==> src/rtl/uart_bus_master.sv <==
// uart_bus_master: turns single CPU register requests into packed AW/W/B or AR/R handshakes.
// Define UART_BUS_MASTER_TIMEOUT_EN to abort stalled transactions with SLVERR after TIMEOUT_CYCLES.
//   state   | meaning
//   IDLE    | ready for a CPU request
//   WR_REQ  | AW and W handshakes pending (complete independently)
//   WR_RESP | bready high, waiting for bvalid
//   RD_REQ  | arvalid high, waiting for arready
//   RD_RESP | rready high, waiting for rvalid
//   RESP    | response held for the CPU until resp_ready
module uart_bus_master #(
    parameter int TIMEOUT_CYCLES = 256,
    parameter int BUS_W          = 32
) (
    input  logic             clk,
    input  logic             rst,
    input  logic             req_valid,
    output logic             req_ready,
    input  logic             req_write,
    input  logic [2:0]       req_addr,
    input  logic [7:0]       req_wdata,
    output logic             resp_valid,
    input  logic             resp_ready,
    output logic [7:0]       resp_rdata,
    output logic [1:0]       resp_err,
    output logic [BUS_W-1:0] bus_o,
    input  logic [BUS_W-1:0] bus_i
);

    typedef enum logic [2:0] {
        IDLE, WR_REQ, WR_RESP, RD_REQ, RD_RESP, RESP
    } state_t;

    state_t      state, state_n;
    logic        awvalid, awvalid_n, wvalid, wvalid_n, bready, bready_n;
    logic        arvalid, arvalid_n, rready, rready_n;
    logic [2:0]  awaddr, awaddr_n, araddr, araddr_n;
    logic [7:0]  wdata, wdata_n;
    logic        aw_done, aw_done_n, w_done, w_done_n;
    logic        req_ready_n, resp_valid_n;
    logic [7:0]  resp_rdata_n;
    logic [1:0]  resp_err_n;
    logic        aw_hs, w_hs, b_hs, ar_hs, r_hs;

    // bus_i bits above rdata carry nothing for this master
    logic unused_bits;
    assign unused_bits = ^{bus_i[BUS_W-1:17], (TIMEOUT_CYCLES != 0)};

    assign aw_hs = awvalid & bus_i[0];
    assign w_hs  = wvalid  & bus_i[1];
    assign b_hs  = bready  & bus_i[2];
    assign ar_hs = arvalid & bus_i[5];
    assign r_hs  = rready  & bus_i[6];

`ifdef UART_BUS_MASTER_TIMEOUT_EN
    localparam logic [15:0] CNT_LAST = 16'(TIMEOUT_CYCLES - 1);
    logic [15:0] cnt, cnt_n;
    logic        busy, any_hs;
    assign busy   = (state == WR_REQ) || (state == WR_RESP) ||
                    (state == RD_REQ) || (state == RD_RESP);
    assign any_hs = aw_hs | w_hs | b_hs | ar_hs | r_hs;
`endif

    always_comb begin
        state_n      = state;
        awvalid_n    = awvalid;
        wvalid_n     = wvalid;
        bready_n     = bready;
        arvalid_n    = arvalid;
        rready_n     = rready;
        awaddr_n     = awaddr;
        araddr_n     = araddr;
        wdata_n      = wdata;
        aw_done_n    = aw_done;
        w_done_n     = w_done;
        req_ready_n  = req_ready;
        resp_valid_n = resp_valid;
        resp_rdata_n = resp_rdata;
        resp_err_n   = resp_err;
        case (state)
            IDLE: begin
                if (req_valid && req_ready) begin
                    req_ready_n = 1'b0;
                    if (req_write) begin
                        awvalid_n = 1'b1;
                        wvalid_n  = 1'b1;
                        awaddr_n  = req_addr;
                        wdata_n   = req_wdata;
                        aw_done_n = 1'b0;
                        w_done_n  = 1'b0;
                        state_n   = WR_REQ;
                    end else begin
                        arvalid_n = 1'b1;
                        araddr_n  = req_addr;
                        state_n   = RD_REQ;
                    end
                end
            end
            WR_REQ: begin
                if (aw_hs) begin
                    awvalid_n = 1'b0;
                    aw_done_n = 1'b1;
                end
                if (w_hs) begin
                    wvalid_n = 1'b0;
                    w_done_n = 1'b1;
                end
                if ((aw_done || aw_hs) && (w_done || w_hs)) begin
                    bready_n = 1'b1;
                    state_n  = WR_RESP;
                end
            end
            WR_RESP: begin
                if (b_hs) begin
                    bready_n     = 1'b0;
                    resp_err_n   = bus_i[4:3];
                    resp_rdata_n = 8'h00;
                    resp_valid_n = 1'b1;
                    state_n      = RESP;
                end
            end
            RD_REQ: begin
                if (ar_hs) begin
                    arvalid_n = 1'b0;
                    rready_n  = 1'b1;
                    state_n   = RD_RESP;
                end
            end
            RD_RESP: begin
                if (r_hs) begin
                    rready_n     = 1'b0;
                    resp_rdata_n = bus_i[16:9];
                    resp_err_n   = bus_i[8:7];
                    resp_valid_n = 1'b1;
                    state_n      = RESP;
                end
            end
            RESP: begin
                if (resp_valid && resp_ready) begin
                    resp_valid_n = 1'b0;
                    req_ready_n  = 1'b1;
                    state_n      = IDLE;
                end
            end
            default: state_n = IDLE;
        endcase

`ifdef UART_BUS_MASTER_TIMEOUT_EN
        cnt_n = cnt;
        if (!busy || any_hs) begin
            cnt_n = '0;
        end else if (cnt == CNT_LAST) begin
            awvalid_n    = 1'b0;
            wvalid_n     = 1'b0;
            bready_n     = 1'b0;
            arvalid_n    = 1'b0;
            rready_n     = 1'b0;
            resp_err_n   = 2'b10;
            resp_rdata_n = 8'h00;
            resp_valid_n = 1'b1;
            state_n      = RESP;
        end else begin
            cnt_n = cnt + 16'd1;
        end
`endif
    end

    always_ff @(posedge clk or posedge rst) begin
        if (rst) begin
            state      <= IDLE;
            awvalid    <= 1'b0;
            wvalid     <= 1'b0;
            bready     <= 1'b0;
            arvalid    <= 1'b0;
            rready     <= 1'b0;
            awaddr     <= '0;
            araddr     <= '0;
            wdata      <= '0;
            aw_done    <= 1'b0;
            w_done     <= 1'b0;
            req_ready  <= 1'b1;
            resp_valid <= 1'b0;
            resp_rdata <= '0;
            resp_err   <= '0;
`ifdef UART_BUS_MASTER_TIMEOUT_EN
            cnt        <= '0;
`endif
        end else begin
            state      <= state_n;
            awvalid    <= awvalid_n;
            wvalid     <= wvalid_n;
            bready     <= bready_n;
            arvalid    <= arvalid_n;
            rready     <= rready_n;
            awaddr     <= awaddr_n;
            araddr     <= araddr_n;
            wdata      <= wdata_n;
            aw_done    <= aw_done_n;
            w_done     <= w_done_n;
            req_ready  <= req_ready_n;
            resp_valid <= resp_valid_n;
            resp_rdata <= resp_rdata_n;
            resp_err   <= resp_err_n;
`ifdef UART_BUS_MASTER_TIMEOUT_EN
            cnt        <= cnt_n;
`endif
        end
    end

    assign bus_o = {12'b0, rready, araddr, arvalid, 1'b0, wdata, bready, awaddr, wvalid, awvalid};

endmodule

==> config.mk <==
export PLATFORM = sky130hd
export DESIGN_NAME = uart_bus_master
export DESIGN_NICKNAME = d
export VERILOG_FILES = /design/src/rtl/uart_bus_master.sv
export SDC_FILE = /design/constraint.sdc
export NUM_CORES = 1
export LEC_CHECK = 0
export CORE_ASPECT_RATIO = 0.9
export CORE_MARGIN = 4
export CORE_UTILIZATION = 39
export CTS_CLUSTER_DIAMETER = 30
export DETAILED_ROUTE_END_ITERATION = 6
export PLACE_DENSITY = 0.87
export SLEW_MARGIN = 20
export SYNTH_ARGS = -nofsm -noshare
export SYNTH_HDL_FRONTEND = slang
export SYNTH_SLANG_ARGS = --single-unit
==> constraint.sdc <==
create_clock -name clk -period 1.7 [get_ports clk]
set_input_delay 0.17 -clock clk [delete_from_list [all_inputs] [get_ports clk]]
set_output_delay 0.17 -clock clk [all_outputs]
set_load 0.01 [all_outputs]
==> impl_metrics.env, run 1 <==
export IMPL_status="finished, final reports clean"
export IMPL_numPortBuffers=63
export IMPL_yosysSeqAreaShare=0.5228
export IMPL_drive_gt1_frac=0.1937
export IMPL_cp_start_kind="flop"
export IMPL_setup_violations=0
export IMPL_whs_ps=221.0
export IMPL_critPathCaptureType="flop"
export IMPL_fp_dieH_um=71.10
export IMPL_pwr_share_comb=0.063
export IMPL_ys_seq_elements=36
export IMPL_tns_ps=0
export IMPL_placementRows=22
export IMPL_synth_common_cells="35 x dfrtp_1, 18 x buf_4, 16 x mux2_2, 14 x nand2_1"
export IMPL_drt_first_iter_violations=61
export IMPL_grt_pass1_vias=1387
export IMPL_slowest_stage="dfrtp_1"
export IMPL_rsz0062_at_grt="no"
export IMPL_start_util=0.4124
export IMPL_synth_edf_count=0
export IMPL_fin_crit_ps=1612
export IMPL_grtUsageTotal=0.1432
export IMPL_grt_max_degree=37
export IMPL_synth_top_family_by_area="simple AND/OR/NAND/NOR gates"
export IMPL_synth_area_per_cell_um2=11.35
export IMPL_antenna_diode_count=0
export IMPL_clk_pin_slew_worst_paths_ps=80
export IMPL_fmax_mhz=620.3
export IMPL_rr_endpoint="state[0]"
export IMPL_synthCells=152
export IMPL_areaGrowthSynthToFinish_pct=49.09
export IMPL_max_cap_violations=0
export IMPL_drcViolationCount=0
export IMPL_grt_remaining_overflow=0
export IMPL_antenna_found_initial=0
export IMPL_rrSetupSlack_ps=90
export IMPL_synth_xor_area_share=0
export IMPL_cts_max_path_buffers=2
export IMPL_dp_cells=274
export IMPL_power_frac_clock=0.513
export IMPL_ys_top_cells_by_area="dfrtp_1 51%, mux2_2 10%, buf_4 7.8%"
export IMPL_gp_congestion=0.8138
export IMPL_p_int_mw=1.669
export IMPL_ys_flop_type="dfrtp_1"
export IMPL_cp_slowest_stage_delay_ps=460
export IMPL_htree_levels=2
export IMPL_crit_required_ps=1870
export IMPL_pwr_share_seq=0.425
export IMPL_hpwlAfterDp_mm=2.898
export IMPL_finalHoldViolCount=0
export IMPL_synth_compound_area_frac=0.1262
export IMPL_p_leak_nw=1.170
export IMPL_critPathMaxFanout=8
export IMPL_die_area_um2=5554
export IMPL_worstRegToRegCells=4
export IMPL_wl_met2_mm=1.968
export IMPL_coreArea_um2=4184
export IMPL_critPathKind="reg2reg"
export IMPL_fin_crit_sh=0.9483
export IMPL_synth_cell_types=36
export IMPL_instances_no_fill=282
export IMPL_wl_mm=3.914
export IMPL_top_layer_used="met4"
export IMPL_ant_nets=0
export IMPL_cts_post_setup_buffers_inserted=0
export IMPL_yosys_area_share_simple=0.1320
export IMPL_wirelength_met1_mm=1.558
export IMPL_via_per_inst=4.823
export IMPL_insertion_delay_ps=290
export IMPL_io_pins=92
export IMPL_slew_violations=0
export IMPL_netlist_area_um2=1725
export IMPL_synthMuxAreaShare=0.1175
export IMPL_synthAdderAreaFrac=0
export IMPL_finClkSkew_ps=7.123
export IMPL_synthArstFlopShare=1.000
export IMPL_ys_warn_count=0
export IMPL_grt_first_pass_wirelength_mm=6.285
export IMPL_cts_tree="done"
export IMPL_yosysMostFrequentCell="dfrtp_1"
export IMPL_cp_arrival_ps=1780
export IMPL_die_w_um=78.11
export IMPL_p_switching_mw=0.3556
export IMPL_fin_nets=269
export IMPL_pre_cts_slack_ps=-28.94
export IMPL_drt_pre_antenna_iters=4
export IMPL_cts_root_buf="clkbuf_8"
export IMPL_cts_sinks=36
export IMPL_worstHoldPathType="in2async"
export IMPL_synthDominantCellAreaShare=0.5076
export IMPL_r2r_start="state[1]"
export IMPL_setup_ws_ps=87.89
export IMPL_numCtsBuffers=5
export IMPL_synth_area_leader_cell="dfrtp_1"
export IMPL_num_vias=1360
export IMPL_p_sw_frac=0.1756
export IMPL_crit_chain="buf_4, o311ai_0, a31oi_1, a311o_1"
export IMPL_wl_per_cell_um=13.88
export IMPL_pwr_density_cell_nw_per_um2=787.0
export IMPL_wl_met3_um=357
export IMPL_vdd_drop_max_uv=675.1
[metal layers]
metal,vias up,track usage
met5,-,0
met4,0,0.04660
met3,4,0.05598
met2,53,0.2433
met1,652,0.1663
li1,651,-
[power groups by stage]
stage / combinational [mW] / clock (mW) / sequential, mW
6_report: 0.127 / 1.04 / 0.860
5_1_grt: 0.139 / 1.09 / 0.859
4_1_cts: 0.129 / 1.06 / 0.859
3_5_place_dp: 0.128 / 0 / 0.876
3_3_place_gp: 0.126 / 0 / 0.876
2_1_floorplan: 0.0525 / 0 / 0.877
[worst max-delay path: cells and delay by family, from the launching register on]
family,cells,cell delay [ps]
flip-flops,1,460
buffers and inverters,1,200
AO/OA/AOI/OAI,3,830
[cell usage in the layout, fill, tap and decap left out, types with 3 or more instances in the layout]
master and n:
conb_1 13, nand3_1 8, clkdlybuf4s50_1 63, clkbuf_8 5
a21oi_1 6, nand2_1 14, mux2_2 16, a22o_1 8
o21ai_0 4, nor2b_1 3, buf_4 8, nor2_1 4
dfrtp_1 34, bufinv_16 3
[logic make-up after synthesis]
group | after synthesis
and+or+nand+nor | 42
AOI/OAI and AO/OA | 30
other | 1
buffers and inverters | 25
DFF | 36
muxes | 18
[sequential cells by signal, summed over array words and instances, names as in the netlist, 2 cells and up]
register	count
araddr	3
awaddr	3
resp_err	2
resp_rdata	8
state	3
wdata	8
[final cells by class]
cell class	instances	area, µm²
clock buffers	5	68.82
flip-flops and latches	36	903.4
clock inverters	3	90.09
multi-input cells	103	696.9
fillers	344	1612
repair buffers	73	730.7
well taps	60	75.07
inverters	2	7.507
[worst max-delay path by stage]
stage | from | cells past startpoint | slack, ps | to
6_report | state[1] | 4 | 90 | state[0]
2_1_floorplan | state[0] | 5 | 230 | resp_err[0]
4_1_cts | state[1] | 4 | 90 | state[0]
5_1_grt | state[1] | 4 | 40 | state[0]
3_3_place_gp | bus_i[0] | 5 | -2 | state[0]
3_5_place_dp | bus_i[0] | 5 | -30 | state[0]
[through the flow]
stage | instance area [µm²] | power (mW) | util
detailed placement | 2412 | 1.004 | 0.5766
global placement | 2412 | 1.002 | 0.5766
finish | 2572 | 2.025 | 0.6148
CTS | 2571 | 2.047 | 0.6145
floorplan | 1770 | 0.9298 | -
global route | 2572 | 2.090 | 0.6148
[what timing repair did]
| action | 4_1_cts | 5_1_grt |
|---|---|---|
| hold buffers | 0 | 0 |
| resized for setup | 0 | 1 |
| setup endpoints to repair | 0 | 2 |
Note: power is estimated with default switching activity, not from simulation.
==> run 2: changes to the inputs <==
--- a/config.mk
+++ b/config.mk
@@ -8,8 +8,8 @@
 export CORE_ASPECT_RATIO = 0.9
 export CORE_MARGIN = 4
 export CORE_UTILIZATION = 39
-export CTS_CLUSTER_DIAMETER = 30
 export DETAILED_ROUTE_END_ITERATION = 6
+export GPL_ROUTABILITY_DRIVEN = 0
 export PLACE_DENSITY = 0.87
 export SLEW_MARGIN = 20
 export SYNTH_ARGS = -nofsm -noshare
==> results of run 2 <==
The final DEF is identical to that of run 1; final timing and power are the same.
==> edit 1 (flow settings as in run 2) <==
Register the output `resp_err` once more, cleared by the reset; this adds one clock of latency there. The other outputs are not delayed to match.
--- a/src/rtl/uart_bus_master.sv
+++ b/src/rtl/uart_bus_master.sv
@@ -32,2 +32,4 @@
 
+    logic [1:0] resp_err_s0;
+
     state_t      state, state_n;
@@ -77,3 +79,3 @@
         resp_rdata_n = resp_rdata;
-        resp_err_n   = resp_err;
+        resp_err_n   = resp_err_s0;
         case (state)
@@ -182,3 +184,3 @@
             resp_rdata <= '0;
-            resp_err   <= '0;
+            resp_err_s0 <= '0;
 `ifdef UART_BUS_MASTER_TIMEOUT_EN
@@ -201,3 +203,3 @@
             resp_rdata <= resp_rdata_n;
-            resp_err   <= resp_err_n;
+            resp_err_s0 <= resp_err_n;
 `ifdef UART_BUS_MASTER_TIMEOUT_EN
@@ -210,2 +212,10 @@
 
+    always_ff @(posedge clk or posedge rst) begin
+        if (rst) begin
+            resp_err <= '0;
+        end else begin
+            resp_err <= resp_err_s0;
+        end
+    end
+
 endmodule
Check against the original RTL: not equivalent (Yosys sat finds a counterexample within 4 cycles, from zero or initial values and one cycle with rst high).
==> edit 1 against run 2 <==
Total power down 20%; count of clock-buffer cells in the layout grew 3; die area rose by 5.2%; utilization decreased by 3.0 points; routed wire length up 3.6%; sequential cell count is 2 higher; worst hold slack gained 0.016 ns; first-iteration DRC count increased by 8.2%; worst setup slack improved by 0.015 ns; design area rose by 2.1%; clock skew down 0.0011 ns; synthesized cell count grew 22%; largest power group is now sequential cells; synthesized area increased by 5.9%.
==> edit 1: results (changes against run 2) <==
| Quantity | Value | vs run 2 |
| --- | --- | --- |
| Result of the run | finished clean | unchanged |
| Cell type with the largest total area after synthesis | sky130_fd_sc_hd__dfrtp_1 | unchanged |
| Antenna violations before repair | 0 | unchanged |
| Antenna diode count | 0 | unchanged |
| Layout Skew | 0.00606 ns | was 0.00712 ns |
| Critical Path Fanout Max | 9 | was 8 |
| Via-per-instance ratio | 4.58 | was 4.82 |
| Largest net degree at the start of global routing | 39 | was 37 |
| Async S/R FF share, synth | 1.00 | unchanged |
| Number of buffers on the longest clock path | 2 | unchanged |
| Global-route wire length before repair | 6800 um | was 6290 um |
| Deepest level of the CTS H-tree | 2 | unchanged |
| Most frequent cells after synthesis | sky130_fd_sc_hd__nand2_1 (49), sky130_fd_sc_hd__dfrtp_1 (37), sky130_fd_sc_hd__buf_4 (18) | was sky130_fd_sc_hd__dfrtp_1 (35), sky130_fd_sc_hd__buf_4 (18), sky130_fd_sc_hd__mux2_2 (16) |
| Layout cell share with drive strength beyond 1 | 0.149 | was 0.194 |
| Leakage power | 1.29 nW | was 1.17 nW |
| Yosys synthesis warning count | 0 | unchanged |
| Library cell used as clock root buffer | sky130_fd_sc_hd__clkbuf_8 | unchanged |
| End of the worst register-to-register path | state[0] | unchanged |
| Worst-Skew Late Latency | 0.28 ns |  |
| Register-to-register setup slack | 0.10 ns | was 0.09 ns |
| Biggest registers after layout | resp_rdata x8, wdata x8 | unchanged |
| Number of cells on the worst reg-to-reg path | 5 | was 4 |
| Total detailed-routing wirelength | 4060 um | was 3910 um |
| Beginning of the worst register-to-register path | state[2] | was state[1] |
| Signal arrival time at the worst endpoint | 1.77 ns |  |
| CTS Buf Count | 5 | unchanged |
| Clock transition at the registers of the reported paths | 0.07 ns |  |
| Setup Buffers After CTS | 0 | unchanged |
| Sequential element share of the synthesized area | 0.521 | was 0.523 |
| Worst Hold Class | primary input to asynchronous set/reset pin | unchanged |
| Critical Path Sink Type | flop | unchanged |
| Worst setup path start | state[2] | was state[1] |
| Number of unique standard cell types used by synthesis | 35 | was 36 |
| Starting DRT DRC Count | 66 | was 61 |
| Net total in the final layout | 308 | was 269 |
| Via count of the first global-routing pass | 1497 | was 1387 |
| GR Util All Layers | 0.150 | was 0.143 |
| Pre-CTS setup slack | -0.170 ns | was -0.0289 ns |
| Port bufs | 63 | unchanged |
| Number of optimization iterations in the first detailed-route pass | 6 | was 4 |
| Worst vdd ir | 443 uV | was 675 uV |
| Share of the clock period used by the worst path | 0.939 | was 0.948 |
| Fillers | 378 | was 344 |
| Top cells by area, synth | sky130_fd_sc_hd__dfrtp_1 (51%), sky130_fd_sc_hd__nand2_1 (10%), sky130_fd_sc_hd__buf_4 (7.4%) | was sky130_fd_sc_hd__dfrtp_1 (51%), sky130_fd_sc_hd__mux2_2 (10%), sky130_fd_sc_hd__buf_4 (7.8%) |
| Detailed Place HPWL | 3020 um | was 2900 um |
[edit 1: worst min path at each step]
stage | endpoint | depth (start not counted) | slack (ns) | start
5_1_grt | state[1] | 3 | 0.26 | rst
6_report | wdata[6] | 3 | 0.24 | rst
4_1_cts | araddr[2] | 3 | 0.24 | rst
3_5_place_dp | resp_err[1] | 0 | 0.37 | resp_err_s0[1]
3_3_place_gp | resp_err[0] | 0 | 0.36 | resp_err_s0[0]
2_1_floorplan | awaddr[0] | 2 | 0.28 | req_addr[0]
[edit 1: routing by layer]
layer	vias up	global-route usage	share of wire
li1	737	-	-
met1	695	0.191	0.44
met2	40	0.236	0.48
met3	7	0.0407	0.055
met4	0	0.0750	0.020
met5	-	0	0
[edit 1: what timing repair did]
action	4_1_cts	5_1_grt
endpoints found under the setup margin	0	9
resized for setup	0	2
endpoints found under the hold margin	0	0
[edit 1: kinds of logic (layout without fill, tap and decap cells)]
family                 after synthesis  count (layout)  synth area share
AOI/OAI and AO/OA                   32              32             0.126
buffers and inverters               31              95             0.116
DFF                                 38              38             0.521
muxes                                9               9            0.0527
other                                1              13           0.00205
and+or+nand+nor                     74              74             0.182
[edit 1: layout make-up]
class	instances	area [um^2]	area share
timing repair buffer	82	788	0.300
sequential	38	953	0.363
multi-input combinational	128	708	0.270
inverter	5	18.8	0.00715
tap	62	77.6	0.0295
clock buffer	8	80.1	0.0305
[edit 1: critical path, cell delays in order, from the launching register on]
cell	delay, ns
sky130_fd_sc_hd__dfrtp_2	0.48
sky130_fd_sc_hd__buf_4	0.17
sky130_fd_sc_hd__a22oi_2	0.14
sky130_fd_sc_hd__o22ai_1	0.11
sky130_fd_sc_hd__a41oi_2	0.22
sky130_fd_sc_hd__mux2_2	0.36
[edit 1: stage by stage]
step	TNS, ns	instance area, um^2	instances	total power, mW	hold slack (ns)
6_report	0	2630	323	1.61	0.237
5_1_grt	0	2630	323	1.68	0.262
4_1_cts	0	2620	323	1.64	0.243
3_5_place_dp	-0.422	2540	315	1.05	0.368
3_3_place_gp	-0.299	2540	315	1.05	0.361
2_1_floorplan	0	1870	197	0.974	0.275
[edit 1: power breakdown]
group	total [mW]	internal [mW]	switching, mW
Sequential	0.904	0.904	0
Clock	0.581	0.291	0.290
Combinational	0.128	0.0771	0.0510
==> edit 2 (flow settings as in run 2) <==
Without the edit above. Add a define of `UART_BUS_MASTER_TIMEOUT_EN`.
--- a/src/rtl/uart_bus_master.sv
+++ b/src/rtl/uart_bus_master.sv
@@ -9,2 +9,4 @@
 //   RESP    | response held for the CPU until resp_ready
+`define UART_BUS_MASTER_TIMEOUT_EN
+
 module uart_bus_master #(
Behaviour: same outputs for any inputs over 10 cycles, from zero or initial values and one cycle with rst high; that may be too few to reach the edited logic, so the function may still have changed.
==> edit 2 against run 2 <==
Critical endpoint is now cnt[4]; sequential cell count rose by 16; worst setup slack worse by 0.049 ns; critical path depth increased by 2; total power up 4.8%; largest power group is now sequential cells; design area increased by 43%; first-iteration DRC count grew 72%; synthesized area increased by 56%; routed wire length up 65%; highest routed layer unchanged.
==> edit 2: results (changes against run 2) <==
| Quantity | Value | vs run 2 |
| --- | --- | --- |
| Detailed Place HPWL | 4840 um | was 2900 um |
| Most frequent cells after synthesis | sky130_fd_sc_hd__dfrtp_1 (51), sky130_fd_sc_hd__nand3_1 (20), sky130_fd_sc_hd__nor2_1 (20) | was sky130_fd_sc_hd__dfrtp_1 (35), sky130_fd_sc_hd__buf_4 (18), sky130_fd_sc_hd__mux2_2 (16) |
| Net total in the final layout | 398 | was 269 |
| Placed inst area | 3560 um^2 | was 2410 um^2 |
| Cell Count Post-Placement | 432 | was 274 |
| Top cells by area, synth | sky130_fd_sc_hd__dfrtp_1 (47%), sky130_fd_sc_hd__mux2_2 (5.9%), sky130_fd_sc_hd__buf_4 (5.0%) | was sky130_fd_sc_hd__dfrtp_1 (51%), sky130_fd_sc_hd__mux2_2 (10%), sky130_fd_sc_hd__buf_4 (7.8%) |
| Number of cells in the finished layout apart from fillers | 440 | was 282 |
| Count of multi-input combinational gates | 186 | was 103 |
| Routed metal-1 wire length | 2740 um | was 1560 um |
| Number of cells on the worst reg-to-reg path | 6 | was 4 |
| Min Tclk post-route | 1.66 ns | was 1.61 ns |
| Xor and xnor fraction of the mapped netlist area | 0.0228 | was 0 |
| Result of the run | finished clean | unchanged |
| Fraction of standard cell area in multi-input logic | 0.339 | was 0.271 |
| Compound-Gate Fraction of Synth Area | 0.138 | was 0.126 |
| End of the worst register-to-register path | cnt[4] | was state[0] |
| Biggest registers after layout | cnt x16, resp_rdata x8, wdata x8 | was resp_rdata x8, wdata x8 |
| Critical Path Fanout Max | 10 | was 8 |
| Global-route wire length before repair | 10400 um | was 6290 um |
| Largest net degree at the start of global routing | 53 | was 37 |
| GR Util All Layers | 0.159 | was 0.143 |
| Pre-CTS setup slack | -0.0825 ns | was -0.0289 ns |
| Adder and majority gate portion of the synthesized area | 0.00464 | was 0 |
| Non-Clock Buffer Count | 98 | was 73 |
| Fillers | 582 | was 344 |
| Register Area | 1300 um^2 | was 903 um^2 |
| Inverter count | 6 | was 2 |
| Routed wl met2 | 3120 um | was 1970 um |
| Met1 layer usage reported by global route | 0.205 | was 0.166 |
[edit 2: changes by cell type after synthesis, moves of 4 or more]
cell                      delta
sky130_fd_sc_hd__a22o_1      -7
sky130_fd_sc_hd__or3_1       +4
sky130_fd_sc_hd__xnor2_1     +5
sky130_fd_sc_hd__nand3_1    +12
sky130_fd_sc_hd__nor2_1     +16
sky130_fd_sc_hd__nand2_1     +5
sky130_fd_sc_hd__nand4_1     +7
sky130_fd_sc_hd__nor3_1      +5
sky130_fd_sc_hd__inv_1       +4
sky130_fd_sc_hd__dfrtp_1    +16
sky130_fd_sc_hd__and3_1      +4
sky130_fd_sc_hd__a21oi_2     +9
sky130_fd_sc_hd__a21oi_1     +7
[edit 2: power by group]
part           total [mW]  internal [mW]  leakage [nW]  switching (mW)
Combinational       0.154         0.0833         0.832          0.0707
Clock               0.729          0.333        0.0455           0.396
Sequential           1.24           1.24         0.702        0.000674
Total                2.12           1.65          1.58           0.468
